File: src/rtl/l1_cache_2way_pkg.sv
// Shared constants, types and address-field helpers for the two-way L1 cache.
package cache_types;
    localparam int S_OFFSET = 4;
    localparam int S_INDEX  = 3;
    localparam int S_TAG    = 16 - S_INDEX - S_OFFSET;
    localparam int S_LINE   = 128;
    localparam int S_SETS   = 1 << S_INDEX;
    localparam int S_WORDW  = S_OFFSET - 1;

    typedef logic [S_TAG-1:0]   tag_t;
    typedef logic [S_INDEX-1:0] index_t;
    typedef logic [S_LINE-1:0]  line_t;
    typedef logic [S_WORDW-1:0] word_t;

    typedef enum logic [1:0] {COMPARE, WRITEBACK, ALLOCATE} state_t;

    function automatic tag_t addr_tag(input logic [15:0] addr);
        return addr[15:S_INDEX+S_OFFSET];
    endfunction

    function automatic index_t addr_index(input logic [15:0] addr);
        return addr[S_INDEX+S_OFFSET-1:S_OFFSET];
    endfunction

    function automatic word_t addr_word(input logic [15:0] addr);
        return addr[S_OFFSET-1:1];
    endfunction
endpackage

File: src/rtl/cache_way.sv
// One way of the cache: per-set data, tag, valid and dirty storage.
// Reads are combinational; writes land on the rising edge.
module cache_way
    import cache_types::*;
(
    input  logic               clk,
    input  logic               rst_n,
    input  logic [S_INDEX-1:0] index_i,
    input  logic               data_we_i,
    input  logic [S_LINE-1:0]  data_i,
    input  logic               tag_we_i,
    input  logic [S_TAG-1:0]   tag_i,
    input  logic               valid_we_i,
    input  logic               valid_i,
    input  logic               dirty_we_i,
    input  logic               dirty_i,
    output logic [S_LINE-1:0]  data_o,
    output logic [S_TAG-1:0]   tag_o,
    output logic               valid_o,
    output logic               dirty_o
);
    line_t             data_q [S_SETS];
    tag_t              tag_q  [S_SETS];
    logic [S_SETS-1:0] valid_q;
    logic [S_SETS-1:0] dirty_q;

    // Payload arrays carry no reset; valid gates their use.
    always_ff @(posedge clk) begin
        if (data_we_i) data_q[index_i] <= data_i;
        if (tag_we_i)  tag_q[index_i]  <= tag_i;
    end

    always_ff @(posedge clk or negedge rst_n) begin
        if (!rst_n) begin
            valid_q <= '0;
            dirty_q <= '0;
        end else begin
            if (valid_we_i) valid_q[index_i] <= valid_i;
            if (dirty_we_i) dirty_q[index_i] <= dirty_i;
        end
    end

    assign data_o  = data_q[index_i];
    assign tag_o   = tag_q[index_i];
    assign valid_o = valid_q[index_i];
    assign dirty_o = dirty_q[index_i];
endmodule

File: src/rtl/l1_cache_2way.sv
// Two-way set-associative write-back/write-allocate L1 cache: FSM, hit logic,
// LRU victim tracking, write merge and physical-memory drive.
module l1_cache_2way
    import cache_types::*;
(
    input  logic         clk,
    input  logic         rst_n,
    input  logic         mem_read,
    input  logic         mem_write,
    input  logic [15:0]  mem_address,
    input  logic [15:0]  mem_wdata,
    input  logic [1:0]   mem_byte_enable,
    output logic [15:0]  mem_rdata,
    output logic         mem_resp,
    output logic         pmem_read,
    output logic         pmem_write,
    output logic [15:0]  pmem_address,
    output logic [127:0] pmem_wdata,
    input  logic [127:0] pmem_rdata,
    input  logic         pmem_resp
);
    state_t            state_q, state_d;
    logic [S_SETS-1:0] lru_q, lru_d;
    logic              victim_q, victim_d;
    index_t            victim_index_q, victim_index_d;

    tag_t   req_tag;
    index_t req_index;
    word_t  req_word;
    index_t way_index;
    logic   unused_addr_bit;

    logic [S_LINE-1:0] way_data [2];
    logic [S_TAG-1:0]  way_tag  [2];
    logic [1:0]        way_valid;
    logic [1:0]        way_dirty;
    logic [1:0]        data_we, tag_we, valid_we, dirty_we;
    logic [S_LINE-1:0] wline;
    logic              dirty_val;

    logic [1:0]        hit;
    logic              hit_way;
    logic [S_LINE-1:0] hit_line, merged_line;
    logic [15:0]       hit_word, merged_word;
    logic              miss_way, miss_dirty;

    assign req_tag         = addr_tag(mem_address);
    assign req_index       = addr_index(mem_address);
    assign req_word        = addr_word(mem_address);
    assign unused_addr_bit = mem_address[0];
    assign way_index       = (state_q == COMPARE) ? req_index : victim_index_q;

    for (genvar g = 0; g < 2; g++) begin : g_way
        cache_way u_way (
            .clk        (clk),
            .rst_n      (rst_n),
            .index_i    (way_index),
            .data_we_i  (data_we[g]),
            .data_i     (wline),
            .tag_we_i   (tag_we[g]),
            .tag_i      (req_tag),
            .valid_we_i (valid_we[g]),
            .valid_i    (1'b1),
            .dirty_we_i (dirty_we[g]),
            .dirty_i    (dirty_val),
            .data_o     (way_data[g]),
            .tag_o      (way_tag[g]),
            .valid_o    (way_valid[g]),
            .dirty_o    (way_dirty[g])
        );
        assign hit[g] = way_valid[g] && (way_tag[g] == req_tag);
    end

    assign hit_way   = hit[1];
    assign hit_line  = way_data[hit_way];
    assign hit_word  = hit_line[{req_word, 4'b0} +: 16];
    assign mem_rdata = hit_word;

    // Prefer an empty way; only a full set consults LRU.
    assign miss_way   = !way_valid[0] ? 1'b0 : (!way_valid[1] ? 1'b1 : lru_q[req_index]);
    assign miss_dirty = way_valid[miss_way] && way_dirty[miss_way];
    assign pmem_wdata = way_data[victim_q];

    always_comb begin
        merged_word = hit_word;
        if (mem_byte_enable[0]) merged_word[7:0]  = mem_wdata[7:0];
        if (mem_byte_enable[1]) merged_word[15:8] = mem_wdata[15:8];
        merged_line = hit_line;
        merged_line[{req_word, 4'b0} +: 16] = merged_word;
    end

    always_comb begin
        state_d        = state_q;
        lru_d          = lru_q;
        victim_d       = victim_q;
        victim_index_d = victim_index_q;
        mem_resp       = 1'b0;
        pmem_read      = 1'b0;
        pmem_write     = 1'b0;
        pmem_address   = '0;
        data_we        = '0;
        tag_we         = '0;
        valid_we       = '0;
        dirty_we       = '0;
        wline          = pmem_rdata;
        dirty_val      = 1'b0;
        unique case (state_q)
            COMPARE: begin
                if (mem_read || mem_write) begin
                    if (|hit) begin
                        mem_resp         = 1'b1;
                        lru_d[req_index] = ~hit_way;
                        if (mem_write) begin
                            data_we[hit_way]  = 1'b1;
                            dirty_we[hit_way] = 1'b1;
                            wline             = merged_line;
                            dirty_val         = 1'b1;
                        end
                    end else begin
                        victim_d       = miss_way;
                        victim_index_d = req_index;
                        state_d        = miss_dirty ? WRITEBACK : ALLOCATE;
                    end
                end
            end
            WRITEBACK: begin
                pmem_write   = 1'b1;
                pmem_address = {way_tag[victim_q], victim_index_q, {S_OFFSET{1'b0}}};
                if (pmem_resp) begin
                    dirty_we[victim_q] = 1'b1;
                    state_d            = ALLOCATE;
                end
            end
            ALLOCATE: begin
                pmem_read    = 1'b1;
                pmem_address = {req_tag, victim_index_q, {S_OFFSET{1'b0}}};
                if (pmem_resp) begin
                    data_we[victim_q]  = 1'b1;
                    tag_we[victim_q]   = 1'b1;
                    valid_we[victim_q] = 1'b1;
                    dirty_we[victim_q] = 1'b1;
                    state_d            = COMPARE;
                end
            end
            default: state_d = COMPARE;
        endcase
    end

    always_ff @(posedge clk or negedge rst_n) begin
        if (!rst_n) begin
            state_q        <= COMPARE;
            lru_q          <= '0;
            victim_q       <= 1'b0;
            victim_index_q <= '0;
        end else begin
            state_q        <= state_d;
            lru_q          <= lru_d;
            victim_q       <= victim_d;
            victim_index_q <= victim_index_d;
        end
    end
endmodule

File: config.mk
export PLATFORM = sky130hd
export DESIGN_NAME = l1_cache_2way
export DESIGN_NICKNAME = d
export VERILOG_FILES = /design/src/rtl/l1_cache_2way_pkg.sv /design/src/rtl/cache_way.sv /design/src/rtl/l1_cache_2way.sv
export SDC_FILE = /design/constraint.sdc
export NUM_CORES = 2
export LEC_CHECK = 0
export BUFFER_PORTS_ARGS = -buffer_cell sky130_fd_sc_hd__buf_2
export CAP_MARGIN = 20
export CORE_MARGIN = 1
export CORE_UTILIZATION = 46
export DETAILED_ROUTE_END_ITERATION = 12
export HOLD_SLACK_MARGIN = 0.05
export PLACE_DENSITY_LB_ADDON = 0.25
export REMOVE_ABC_BUFFERS = 1
export SLEW_MARGIN = 10
export SYNTH_ARGS = -nofsm -noshare
export SYNTH_HDL_FRONTEND = slang
export SYNTH_HIERARCHICAL = 1
export SYNTH_SLANG_ARGS = --single-unit
File: constraint.sdc
create_clock -name clk -period 12.22 [get_ports clk]
set_clock_uncertainty 0.2 [all_clocks]
set_input_delay 1.833 -clock clk [delete_from_list [all_inputs] [get_ports clk]]
set_output_delay 1.833 -clock clk [all_outputs]
set_load 0.05 [all_outputs]
After elaboration in Yosys (flattened, before gate mapping)
Memory sizes are Yosys's and may differ from the RTL's. Index checks and enable logic that the tools add are counted.

Bits in registers: 46. Bits in writable memories: 2192. Memories: 4.

Memory list: g_way[0].u_way.data_q (words 8, bits a word 128, read ports 1, clocked after Yosys merged registers in 0, wr ports 1, RTL line cache_way.sv:22) `line_t data_q [S_SETS];`; g_way[1].u_way.data_q (words 8, bits a word 128, read ports 1, clocked after Yosys merged registers in 0, wr ports 1, RTL line cache_way.sv:22); g_way[0].u_way.tag_q (words 8, bits a word 9, read ports 1, clocked after Yosys merged registers in 0, wr ports 1, RTL line cache_way.sv:23) `tag_t tag_q [S_SETS];`; g_way[1].u_way.tag_q (words 8, bits a word 9, read ports 1, clocked after Yosys merged registers in 0, wr ports 1, RTL line cache_way.sv:23).

$add $sub $neg: 1. Order comparisons: 11. Eq/ne operators: 8. Shift-type cells: 3. Muxes and demuxes: 75. Bitwise gates (word level): 6. Reductions and logical operators: 14.

Operators by type and width (number): 128-bit two-way mux (10); 128-bit bitwise mux (1); 16-bit by 9-bit variable shift with 128-bit output (first input constant) (1); 128-bit by 8-bit indexed part select with 16-bit output (1); 16-bit by 9-bit indexed part select with 128-bit output (1); 1-bit two-way mux (32); 16-bit one-hot mux with 2 select lines (1); 9-bit two-way mux (3); 8-bit bitwise mux (3); 2-bit two-way mux (10); 9-bit == test (2); 8-bit two-way mux (2); 8-bit OR (2); 1-bit binary-select mux with 3-bit select (5); 7-bit negation with 9-bit output (1); 3-bit by 4-bit < comparator with 1-bit output (second input constant) (2); 2-bit one-hot mux with 2 select lines (2); 1-bit logical AND (7); 1-bit demux with 3-bit select (2); 3-bit by 1-bit >= comparator with 1-bit output (second input constant) (2); 1-bit by 2-bit < comparator with 1-bit output (second input constant) (3); 2-bit inequality test (second input constant) (3); 2-bit one-hot mux with 3 select lines (1); 3-bit AND reduction (2); other kinds (13) (19).

Depth between registers and ports, before layout
Depth in word-level cells: 17. Depth in mapped cells: 23.

Modules after synthesis
The synthesis kept the hierarchy.

By module, submodules not included: cache_way (g_way[1].u_way) (times used 1, cells an instance 1682, area an instance 42399.4 um^2, sequential area each 33311.9 um^2); cache_way (g_way[0].u_way) (times used 1, cells an instance 1678, area an instance 42026.6 um^2, sequential area each 33311.9 um^2); l1_cache_2way (times used 1, cells an instance 1864, area an instance 10661.5 um^2, sequential area each 350.3 um^2).

Worst setup path before layout
Ideal clock, no wire load.

Path kind: input to register. From: input mem_address[6]. To: memory g_way[0].u_way/data_q[4][0] (netlist name), enable pin. Library setup time: 0.617 ns. Arrival: 10.667 ns. Slack: 0.736 ns. Stages: 18. Buffers on the path: 7. Cells stage by stage: clkbuf_1 -> mux2_2 -> buf_2 -> buf_2 -> buf_1 -> mux4_2 -> mux2_2 -> xnor2_2 -> nand4_4 -> nor3_4 -> a41oi_2 -> or2_1 -> buf_2 -> buf_6 -> clkbuf_1 -> o22ai_1 -> nand2b_1 -> nor2_1.

RTL lines: start: declaration (RTL line l1_cache_2way.sv:10) `input logic [15:0] mem_address,`; end: declaration (RTL line cache_way.sv:22).

==> metrics.csv <==
stage,metric,value,unit
hold_path,min-delay worst type,register to register,
sta,hold slack,0.289,ns
place,Placed Instances,7991,
setup_path,WP data required,10.19,ns
logic_synthesis,"EDFF count, synth",2192,
setup_path,CP arrival,7.54,ns
pwr,Worst IR Drop VDD,264,uV
drt,DRC,1,
clocking,post-CTS setup buffer count,0,
floorplanning,num rows,166,
floorplanning,CORE AREA,205000,um^2
sta,setup ws final,2.64,ns
place,hpwl dp,153,mm
drt,Routed Antenna Nets,0,
global_route,number of global-route vias before repair,52857,
global_route,largest net degree at the start of global routing,111,
clocking,Clock Tree Buf Depth,3,
sta,Sum Neg Setup Slack,0,ns
clocking,cts-stage hold buffer count,0,
floorplanning,Die W,457,um
setup_path,Critical Setup Path Class,input port to output port,
setup_path,R2R setup slack,4.15,ns
cells_and_area,layout cell share with drive strength beyond 1,30.5,%
setup_path,Worst Path Max Fanout,72,
drt,DR WL/cell,33.3,um
global_route,antenna violations before repair,18,
setup_path,Worst Setup End Kind,output port,
setup_path,Worst R2R Start,state_q[0],
clocking,CTS H-tree depth,4,
sta,Final Slew Violations,0,
clocking,Resized Gates After CTS,0,
setup_path,Worst R2R Path Depth,12,
global_route,first-pass GRT wire length,394,mm
floorplanning,Initial Util,46.4,%
cells_and_area,Area Overhead vs Synth,12.9,%
floorplanning,Die Y,457,um
setup_path,Worst setup SP type,input port,
sta,RSZ-0062 raised after global routing,false,
cells_and_area,layout net count,5728,
sta,Fin. Hold Viols,0,
logic_synthesis,Post-Syn Area,95100,um^2
sta,Final Setup Violations,0,
clocking,Clock Latency Late Sink,0.91,ns
place,Post-Place Setup Slack,2.60,ns
run_status,status,finished with violations,
hold_path,Hold Path Origin,g_way[0].u_way/valid_q[1],
drt,DR iter-0 viols,7736,
job,Max-cap violations,0,
logic_synthesis,"FFs w/ async S/R, synth",2.06,%
sta,slew at the pin closest to its max-slew limit,1.26,ns
drt,DR vias,53972,
cells_and_area,Layout Cells excl Fill,8453,
pwr,P_leak,0.0349,uW
place,gpl congestion,0.803,
sta,fin crit period,9.58,ns
logic_synthesis,Syn. warnings,6,
logic_synthesis,"Primary FF master, synth",edfxtp_1,
run_status,failing checks,DRC,
sta,Final Cycle Share,78.4,%
drt,drt first pass iters,12,
logic_synthesis,Yosys reg bits,2238,
floorplanning,I/O pins,330,
cells_and_area,"commonest non-fill, non-tap cell in the layout",edfxtp_1,
floorplanning,die area,209000,um^2
setup_path,reg-to-reg endpoint,g_way[1].u_way/data_q[2][15],
global_route,Total GRT Usage,26.7,%
clocking,Clock Tree Root,clkbuf_16,
logic_synthesis,syn avg cell area,18.2,um^2
clocking,CTS Buf Count,229,
logic_synthesis,synth unique cells,63,
logic_synthesis,post-synthesis sequential area ratio,70.4,%
hold_path,WHS Path Cells,1,
sta,fmax,0.104,GHz
cells_and_area,"commonest non-fill, non-tap cells in the layout","edfxtp_1, nand2_1, mux4_2, mux2_2, nor2_1",
place,port bufs,324,
drt,vias per cell,6.38,
clocking,CTS tree,yes,
drt,Routed WL,282,mm
sta,Rel. slew slack,16.1,%
hold_path,Worst Hold End,g_way[0].u_way/valid_q[1],
pwr,Cell Pwr Density,249,nW/um^2
logic_synthesis,Syn Inst Count,5224,
pwr,Total Power,26800,uW
clocking,CTS Sinks,2238,
global_route,grt ovf,0,
clocking,"Reg clk slew, reported paths",0.06,ns
==> critical path, cell delays in order <==
cell and delay [ns]:
buf_2 0.18, mux2_8 0.77, buf_4 0.74, buf_4 0.72, buf_4 0.77, mux4_2 0.60
mux2_2 0.30, nand2_1 0.07, a32oi_1 0.07, o31ai_1 0.63, nand4_1 0.37, buf_2 0.32
==> flip-flops by register name, summed over array words and instances (netlist names) <==
register	cells
g_way.u_way/valid_q	16
victim_q	1
state_q	2
victim_index_q	3
g_way.u_way/dirty_q	16
g_way.u_way/data_q	2048
lru_q	8
g_way.u_way/tag_q	144
==> layer usage <==
| metal | track usage, % | up-vias | share of wire, % |
|---|---|---|---|
| met4 | 9.95 | 10 | 3.6 |
| met5 | 0 | - | 0.024 |
| met2 | 41.0 | 3225 | 46 |
| li1 | - | 21836 | - |
| met3 | 6.57 | 546 | 11 |
| met1 | 36.9 | 28355 | 39 |
==> area by class of cell <==
class                      count  area [um^2]
fill                       16153        97700
timing repair buffer         451         2820
clock buffer                 273         5910
sequential                  2238        67000
antenna                       10         25.0
inverter                      12         57.6
clock inverter               161         1680
tap                         2688         3360
multi-input combinational   2620        26500
==> power breakdown <==
part / total (uW) / switching [uW] / internal (uW)
Clock: 7000 / 3040 / 3960
Combinational: 10700 / 6850 / 3850
Sequential: 9060 / 126 / 8940
Total: 26800 / 10000 / 16700
==> metrics by stage <==
| step | utilization, % | cell area (um^2) |
|---|---|---|
| after floorplan | - | 93200 |
| after global placement | 48.5 | 99500 |
| after detailed placement | 48.5 | 99500 |
| after CTS | 52.2 | 107000 |
| after global routing | 52.3 | 107000 |
| final | 52.3 | 107000 |
==> worst max path at each step <==
stage	from	end	slack [ns]	depth (start not counted)
2_1_floorplan	mem_address[4]	g_way[0].u_way/data_q[5][0]	-14.91	11
3_3_place_gp	mem_address[4]	mem_rdata[2]	2.62	12
3_5_place_dp	mem_address[4]	mem_rdata[4]	2.60	12
4_1_cts	state_q[0]	mem_rdata[4]	2.58	13
5_1_grt	state_q[0]	mem_rdata[4]	2.23	13
6_report	mem_address[4]	mem_rdata[4]	2.64	12
==> cells by family after synthesis <==
family	share of synthesized area, %
flip-flops	70.4
AND/OR/NAND/NOR	5.15
multiplexers	19.1
AO/OA/AOI/OAI	2.89
buffers and inverters	2.12
XOR/XNOR	0.229
adder cells (fa/ha/maj)	0.118
other	0.00790
==> cell usage after synthesis, types with 3 or more instances <==
master    count  area, um^2
a21oi_1     155         776
xor2_1        8        70.1
nand2b_1     18         113
mux4_2      471       10600
nor2_1      363        1360
or3_1        48         300
buf_6        52         586
nand2_1     512        1920
mux2i_1      11         110
o21ai_0      22         110
a22oi_1      11        82.6
inv_1        10        37.5
and3_1        8        50.1
ha_1          9         113
xnor2_2       8         130
and2_1        7        43.8
a31oi_1      90         563
o32ai_1       3        26.3
nand4_1      18         113
o21a_1        3        22.5
nor3_1        4        20.0
mux4_1       87        2290
nand3_1       6        30.0
buf_1        40         150
dfrtp_1      46        1150
edfxtp_1   2192       65800
buf_2        95         475
clkbuf_1    173         649
mux2_1       16         180
buf_4        10        75.1
mux2_2      438        4930
a32oi_1      56         490
nor4_1      114         713
nor2b_1      12        75.1
a311oi_1     10        87.6
o31ai_1      61         458
Power figures use the tool's default switching activity.
